### config.mk
export PLATFORM = sky130hd
export DESIGN_NAME = key_scanner
export DESIGN_NICKNAME = d
export VERILOG_FILES = /design/src/rtl/capiano_cam_pkg.sv /design/src/rtl/pixel_hit.sv /design/src/rtl/key_scanner.sv
export SDC_FILE = /design/constraint.sdc
export NUM_CORES = 1
export LEC_CHECK = 0
export BUFFER_PORTS_ARGS = -buffer_cell sky130_fd_sc_hd__buf_2
export CAP_MARGIN = 30
export CORE_UTILIZATION = 57
export CTS_CLUSTER_SIZE = 20
export DETAILED_ROUTE_END_ITERATION = 8
export HOLD_SLACK_MARGIN = 0.15
export PLACE_DENSITY = 0.79
export RECOVER_POWER = 50
export SETUP_SLACK_MARGIN = 0.05
export SYNTH_ARGS = -nofsm -noshare
export SYNTH_HDL_FRONTEND = slang
export SYNTH_SLANG_ARGS = --single-unit
export TNS_END_PERCENT = 50
### constraint.sdc
create_clock -name mem_clk -period 5.6 [get_ports mem_clk]
set_clock_uncertainty 0.1 [all_clocks]
set_input_delay 0.56 -clock mem_clk [delete_from_list [all_inputs] [get_ports mem_clk]]
set_output_delay 0.56 -clock mem_clk [all_outputs]
set_load 0.02 [all_outputs]
### src/rtl/capiano_cam_pkg.sv
// Canvas geometry and address layout shared by the camera canvas writer and its readers.
package capiano_cam_pkg;

  localparam int CANVAS_COLS = 160;
  localparam int CANVAS_ROWS = 120;

  localparam int ROW_LSB = 18;
  localparam int ROW_W   = 7;
  localparam int COL_LSB = 2;
  localparam int COL_W   = 8;

  localparam int PIX_W   = 9;
  localparam int FIELD_W = 3;
  localparam int SUM_W   = 5;

  typedef enum logic [1:0] {
    KS_IDLE  = 2'd0,
    KS_SCAN  = 2'd1,
    KS_DRAIN = 2'd2
  } ks_state_e;

  function automatic logic [31:0] canvas_addr(input logic [ROW_W-1:0] row,
                                              input logic [COL_W-1:0] col);
    logic [31:0] a;
    a = '0;
    a[ROW_LSB +: ROW_W] = row;
    a[COL_LSB +: COL_W] = col;
    return a;
  endfunction

endpackage

### src/rtl/pixel_hit.sv
// Classifies one canvas pixel: the three brightness fields summed against a threshold.
module pixel_hit
  import capiano_cam_pkg::*;
(
  input  logic [PIX_W-1:0] q_i,
  input  logic [SUM_W-1:0] thresh_i,
  output logic             hit_o
);

  logic [SUM_W-1:0] sum;

  assign sum   = SUM_W'(q_i[2*FIELD_W +: FIELD_W]) +
                 SUM_W'(q_i[FIELD_W +: FIELD_W]) +
                 SUM_W'(q_i[0 +: FIELD_W]);
  assign hit_o = (sum >= thresh_i);

endmodule

### src/rtl/key_scanner.sv
// Scans the key band of the canvas strip by strip and publishes a pressed-key mask per scan.
module key_scanner
  import capiano_cam_pkg::*;
#(
  parameter int NUM_KEYS   = 8,
  parameter int KEY_W      = 20,
  parameter int ROW_START  = 60,
  parameter int ROW_END    = 89,
  parameter int PIX_THRESH = 9,
  parameter int HIT_MIN    = 120,
  parameter int CNT_W      = 12
) (
  input  logic                mem_clk,
  input  logic                rst,
  input  logic                start,
  output logic [31:0]         addr,
  input  logic [PIX_W-1:0]    q,
  output logic                busy,
  output logic                done,
  output logic [NUM_KEYS-1:0] key_mask
);

  localparam int KEY_IW = (NUM_KEYS > 1) ? $clog2(NUM_KEYS) : 1;

  localparam logic [ROW_W-1:0]  ROW_FIRST = ROW_W'(ROW_START);
  localparam logic [ROW_W-1:0]  ROW_LAST  = ROW_W'(ROW_END);
  localparam logic [COL_W-1:0]  OFF_LAST  = COL_W'(KEY_W - 1);
  localparam logic [COL_W-1:0]  STRIDE    = COL_W'(KEY_W);
  localparam logic [KEY_IW-1:0] KEY_LAST  = KEY_IW'(NUM_KEYS - 1);
  localparam logic [CNT_W:0]    HIT_LIM   = (CNT_W+1)'(HIT_MIN);
  localparam logic [SUM_W-1:0]  THRESH    = SUM_W'(PIX_THRESH);

  ks_state_e           state_q, state_d;
  logic [ROW_W-1:0]    row_q, row_d;
  logic [COL_W-1:0]    off_q, off_d;
  logic [COL_W-1:0]    base_q, base_d;
  logic [KEY_IW-1:0]   key_q, key_d;
  logic [31:0]         addr_q, addr_d;
  logic                busy_q, busy_d;
  logic                done_q, done_d;
  logic [NUM_KEYS-1:0] mask_q, mask_d;
  logic [NUM_KEYS-1:0] stage_q, stage_d;
  logic [CNT_W-1:0]    cnt_q, cnt_d;

  logic                vld_p0_q, vld_p0_d, vld_p1_q;
  logic                last_p0_q, last_p0_d, last_p1_q;
  logic [KEY_IW-1:0]   key_p0_q, key_p0_d, key_p1_q;

  logic                hit;
  logic [CNT_W:0]      cnt_sum;
  logic                pix_last_key;
  logic                pix_last_all;

  pixel_hit u_pixel_hit (
    .q_i      (q),
    .thresh_i (THRESH),
    .hit_o    (hit)
  );

  assign pix_last_key = (row_q == ROW_LAST) && (off_q == OFF_LAST);
  assign pix_last_all = pix_last_key && (key_q == KEY_LAST);
  assign cnt_sum      = {1'b0, cnt_q} + (CNT_W+1)'(hit);

  always_comb begin
    state_d   = state_q;
    row_d     = row_q;
    off_d     = off_q;
    base_d    = base_q;
    key_d     = key_q;
    addr_d    = addr_q;
    busy_d    = busy_q;
    done_d    = 1'b0;
    mask_d    = mask_q;
    stage_d   = stage_q;
    cnt_d     = cnt_q;
    vld_p0_d  = 1'b0;
    last_p0_d = 1'b0;
    key_p0_d  = key_q;

    // Stage p1: tag and q describe the same pixel here.
    if (vld_p1_q) begin
      if (last_p1_q) begin
        stage_d[key_p1_q] = (cnt_sum >= HIT_LIM);
        cnt_d             = '0;
      end else begin
        cnt_d = cnt_sum[CNT_W-1:0];
      end
    end

    case (state_q)
      KS_IDLE: begin
        if (start) begin
          state_d  = KS_SCAN;
          busy_d   = 1'b1;
          row_d    = ROW_FIRST;
          off_d    = '0;
          base_d   = '0;
          key_d    = '0;
          vld_p0_d = 1'b1;
        end
      end
      KS_SCAN: begin
        if (pix_last_all) begin
          state_d = KS_DRAIN;
        end else begin
          vld_p0_d = 1'b1;
          if (off_q == OFF_LAST) begin
            off_d = '0;
            if (row_q == ROW_LAST) begin
              row_d  = ROW_FIRST;
              key_d  = key_q + 1'b1;
              base_d = base_q + STRIDE;
            end else begin
              row_d = row_q + 1'b1;
            end
          end else begin
            off_d = off_q + 1'b1;
          end
        end
      end
      KS_DRAIN: begin
        // The final strip's bit is folded in via stage_d so the mask updates in one step.
        state_d = KS_IDLE;
        busy_d  = 1'b0;
        done_d  = 1'b1;
        mask_d  = stage_d;
      end
      default: state_d = KS_IDLE;
    endcase

    // Stage p0: tag launched together with the address it describes.
    if (vld_p0_d) begin
      addr_d    = canvas_addr(row_d, base_d + off_d);
      last_p0_d = (row_d == ROW_LAST) && (off_d == OFF_LAST);
      key_p0_d  = key_d;
    end
  end

  always_ff @(posedge mem_clk) begin
    if (rst) begin
      state_q   <= KS_IDLE;
      row_q     <= '0;
      off_q     <= '0;
      base_q    <= '0;
      key_q     <= '0;
      addr_q    <= '0;
      busy_q    <= 1'b0;
      done_q    <= 1'b0;
      mask_q    <= '0;
      stage_q   <= '0;
      cnt_q     <= '0;
      vld_p0_q  <= 1'b0;
      last_p0_q <= 1'b0;
      key_p0_q  <= '0;
      vld_p1_q  <= 1'b0;
      last_p1_q <= 1'b0;
      key_p1_q  <= '0;
    end else begin
      state_q   <= state_d;
      row_q     <= row_d;
      off_q     <= off_d;
      base_q    <= base_d;
      key_q     <= key_d;
      addr_q    <= addr_d;
      busy_q    <= busy_d;
      done_q    <= done_d;
      mask_q    <= mask_d;
      stage_q   <= stage_d;
      cnt_q     <= cnt_d;
      vld_p0_q  <= vld_p0_d;
      last_p0_q <= last_p0_d;
      key_p0_q  <= key_p0_d;
      vld_p1_q  <= vld_p0_q;
      last_p1_q <= last_p0_q;
      key_p1_q  <= key_p0_q;
    end
  end

  assign addr     = addr_q;
  assign busy     = busy_q;
  assign done     = done_q;
  assign key_mask = mask_q;

endmodule

==> results.md <==
Run status:
- The flow ran to the end, but the final reports show violations.
- The final reports fail on capacitance limit, slew limit.

Timing:
- The number of max-slew violations in the final report is 60.
- Setup repair after global routing left no endpoint under its margin.
- Timing would allow up to around 220 MHz.
- The slew at the pin with the worst max-slew slack is between 2 and 3 ns.
- The number of setup violations in the final report is 0.
- The number of hold violations in the final report came to 0.
- The worst slew margin relative to its limit is -77.0%.
- The minimum clock period after layout is 4.64 ns.
- Dividing the final minimum period by the clock period gives 82.9%.
- The final total negative setup slack is 0 ns.

Drt:
- The number of detailed-route iterations in the first pass is 4.
- After detailed routing, the number of remaining DRC violations is 0.
- The remaining antenna violation count after routing is 0.
- Dividing the detail-routed wire length by the instance count gives between 10 and 15 microns.
- The detailed router finished its first iteration with 248 violations.
- The routed layout has approximately 3700 vias.
- In the routed layout, each cell is associated on average with a via count of 5.64.
- The total wire length after detailed routing is slightly above 9000 microns.

Placed design:
- The count of buffers from port buffering is 36.
- The cell count after placement is ~640.
- Detailed placement finished with a half-perimeter wire length of about 6600 microns.
- The final weighted congestion of routability-driven global placement is 0.945.
- In this run the cell area measured after placement is between 0.004 and 0.005 sq mm.

Floorplanning:
- The floorplan step set the die width to between 80 and 90 microns.
- The row count is 31.
- The floorplan core area is a little over 0.007 sq mm.
- The floorplan step defined a die boundary enclosing between 0.007 and 0.008 sq mm.
- The number of primary I/O pins is 54.
- The floorplan step set the die height to 88.8 microns.
- The starting density of the core is between 50% and 60%.

Worst setup path:
- Tracing the worst setup path back leads to its startpoint at off_q[0].
- STA puts the critical path data arrival time at approximately 4.7 ns.
- STA classifies the critical path startpoint as a register.
- The sort of element at the end of the critical path is a register.
- The number of cells on the worst reg-to-reg path is 16.
- For the worst setup path, the data required time is about 5.6 ns.
- The highest fanout seen on the critical path is 11.
- The startpoint identified for the worst register-to-register timing path is off_q[0].
- The startpoint-to-endpoint class of the critical path is register to register.
- The capture point of the worst reg-to-reg path is addr[9].
- Across all register-to-register paths, the minimum setup slack is 0.96 ns.

Synthesis:
- In this run, distinct cell masters in the synthesized netlist total 66.
- The synthesized cell area is 0.00430 sq mm.
- The number of flip-flops and latches in the synthesized netlist is 83.
- The Yosys step of the flow raised 0 warnings.
- Counting every instance in the synthesized netlist gives approximately 520.
- The number of synthesized flops with an enable pin is 0.
- The prevailing post-synth register cell is sky130_fd_sc_hd__dfxtp_1.
- The async set-or-reset flop fraction in the synthesized netlist is 0%.
- The mean instance size in the synthesized netlist is between 8 and 9 sq um.
- The share of the Yosys chip area taken by registers is about two fifths.

Clock network:
- After clock tree synthesis, the repair step resized 0 gates.
- TritonCTS built the clock tree.
- The worst-case clock buffer depth is 2.
- Clock tree synthesis inserted a total of 9 buffers.
- The clock root buffer is sky130_fd_sc_hd__clkbuf_8.
- The number of hold buffers added after CTS was 0.
- The H-tree was split into 3 levels.
- In this run the post-CTS setup repair buffer count came out at 0.
- The clock latency reported for the late side of the worst-skew pair is roughly 0.35 ns.
- The post-CTS clock slew at the launch and capture registers of the worst setup and hold paths is roughly 0.090 ns.
- The number of sinks driven by the clock tree is 83.

Worst hold path:
- The worst hold path class is register to register.
- Along the worst hold path, the cell count comes to 1.
- For hold timing, the worst endpoint is last_p1_q.
- The worst hold path begins at last_p0_q.

Global route:
- The total overflow left after global routing is 0.
- The first global-routing pass estimated roughly 15000 microns of wire.
- The largest net degree at the start of global routing is 60.
- The overall global routing resource usage is between 20% and 30%.
- The number of global-route vias before repair is 3513.
- The initial antenna violation count is 0.

Finish:
- Summing all multi-input logic gate instances after layout gives approximately 0.0024 sq mm.
- The fraction of the core area covered by cells at the end of the flow is 63.7%.
- The number of standard cells in the layout, taps in and fillers out is ~660.
- After filler insertion, the fill cell instance count of the layout stands at between 600 and 700.
- After routing the design area is about 0.0046 sq mm.
- The top cell types in the final layout, fill and taps aside, are sky130_fd_sc_hd__dfxtp_1 (83), sky130_fd_sc_hd__nor2_1 (67), sky130_fd_sc_hd__nand2_1 (51).
- The register area is between 0.0015 and 0.002 sq mm.
- The total inserted antenna cells is 0.
- The leading cell type in the layout, fill and taps excluded is sky130_fd_sc_hd__dfxtp_1.
- The net count of the finished layout is slightly below 600.
- Compared with the post-synthesis result, the final layout area differs by 7.42%.
- The fraction of final layout cells sized beyond drive strength 1 is about 7.3%.

Power:
- The largest vdd supply drop is approximately 0.00016 V.
- For this design the static power due to leakage is about 1.8 nW.
- For this design the ratio of total power to cell area is between 200 and 250 mW/mm^2.

Run:
- The count of max-cap constraint violations is 1.
[stage by stage]
step	total power, mW	hold WS (ns)	setup slack [ns]
final	1.14	0.342	0.960
after global routing	1.18	0.351	0.593
after CTS	1.14	0.346	1.09
after detailed placement	0.757	0.329	0.747
after global placement	0.752	0.319	0.851
after floorplan	0.731	0.314	0.830
[worst max-delay path, cell delays in order (launching register included)]
cell                       delay (ns)
sky130_fd_sc_hd__dfxtp_1         0.46
sky130_fd_sc_hd__ha_1            0.31
sky130_fd_sc_hd__or4b_1          0.57
sky130_fd_sc_hd__nor2_1          0.45
sky130_fd_sc_hd__a21oi_1         0.24
sky130_fd_sc_hd__nor2_1          0.34
sky130_fd_sc_hd__buf_4           0.28
sky130_fd_sc_hd__a32oi_1         0.17
sky130_fd_sc_hd__inv_1           0.13
sky130_fd_sc_hd__ha_1            0.24
sky130_fd_sc_hd__a21o_1          0.17
sky130_fd_sc_hd__a21oi_1         0.21
sky130_fd_sc_hd__o21ai_0         0.17
sky130_fd_sc_hd__nor4_1          0.20
sky130_fd_sc_hd__nor3_1          0.11
sky130_fd_sc_hd__xnor2_1         0.17
sky130_fd_sc_hd__a211oi_2        0.08
[where the power goes]
group / internal [mW] / total (mW) / switching [mW]
clock: 0.166 / 0.394 / 0.228
sequential: 0.603 / 0.615 / 0.0121
combinational: 0.0408 / 0.128 / 0.0874
[worst max path at each step]
stage,end,slack (ns),depth (start not counted)
3_5_place_dp,key_mask[0],0.75,18
6_report,addr[9],0.96,16
4_1_cts,addr[9],1.09,16
2_1_floorplan,key_mask[1],0.83,16
3_3_place_gp,key_mask[4],0.85,18
5_1_grt,addr[8],0.59,18
[metal layers]
metal  vias to the layer above  global-route usage (%)  routed length [microns]
li1                       1857                       -                        -
met1                      1739                    30.5                     4090
met2                        98                    42.9                     4420
met3                        10                    3.73                      416
met4                         0                    12.9                      149
met5                         -                       0                        0
[flip-flops by register name, summed over array words and instances (netlist names)]
name	cells
addr	15
last_p1_q	1
busy	1
cnt_q	12
base_q	8
vld_p1_q	1
row_q	7
vld_p0_q	1
done	1
key_q	3
key_p1_q	3
key_mask	8
off_q	8
key_p0_q	3
last_p0_q	1
state_q	2
stage_q	8
[final cells by class]
type / instances / share of cell area (%)
Clock inverter: 6 / 1.06
Inverter: 19 / 1.54
Multi-Input combinational cell: 401 / 52.3
Clock buffer: 10 / 2.76
Timing Repair Buffer: 39 / 3.63
Tap cell: 99 / 2.68
Sequential cell: 83 / 36.0
[kinds of logic (layout without fill, tap and decap cells)]
logic type | count (synthesis) | in the layout | synth area share (%)
compound gates | 115 | 115 | 16.7
xor+xnor | 12 | 12 | 2.62
fa+ha+maj | 25 | 25 | 7.74
buf+inv | 54 | 74 | 6.38
flops | 83 | 83 | 38.7
mux | 2 | 2 | 0.611
other cells | 1 | 17 | 0.0873
simple gates | 230 | 230 | 27.2
[cell usage after synthesis (all sizes together) (4+ instances only)]
cell type  number  area (sq um)
a211oi          5          42.5
a21o            4          30.0
a21oi          26           130
a22oi           7          52.6
a31oi           4          25.0
and2           16           100
and3            6          38.8
buf            21           150
clkbuf         14          52.6
dfxtp          83          1660
ha             21           263
inv            19          71.3
nand2          51           191
nand2b          7          43.8
nand3          18          90.1
nor2           67           251
nor2b          10          62.6
nor3           19           106
nor3b           4          30.0
nor4            6          43.8
o21ai          41           205
or2             4          27.5
xnor2           7          61.3
xor2            5          51.3
(Power assumes the default switching activity.)
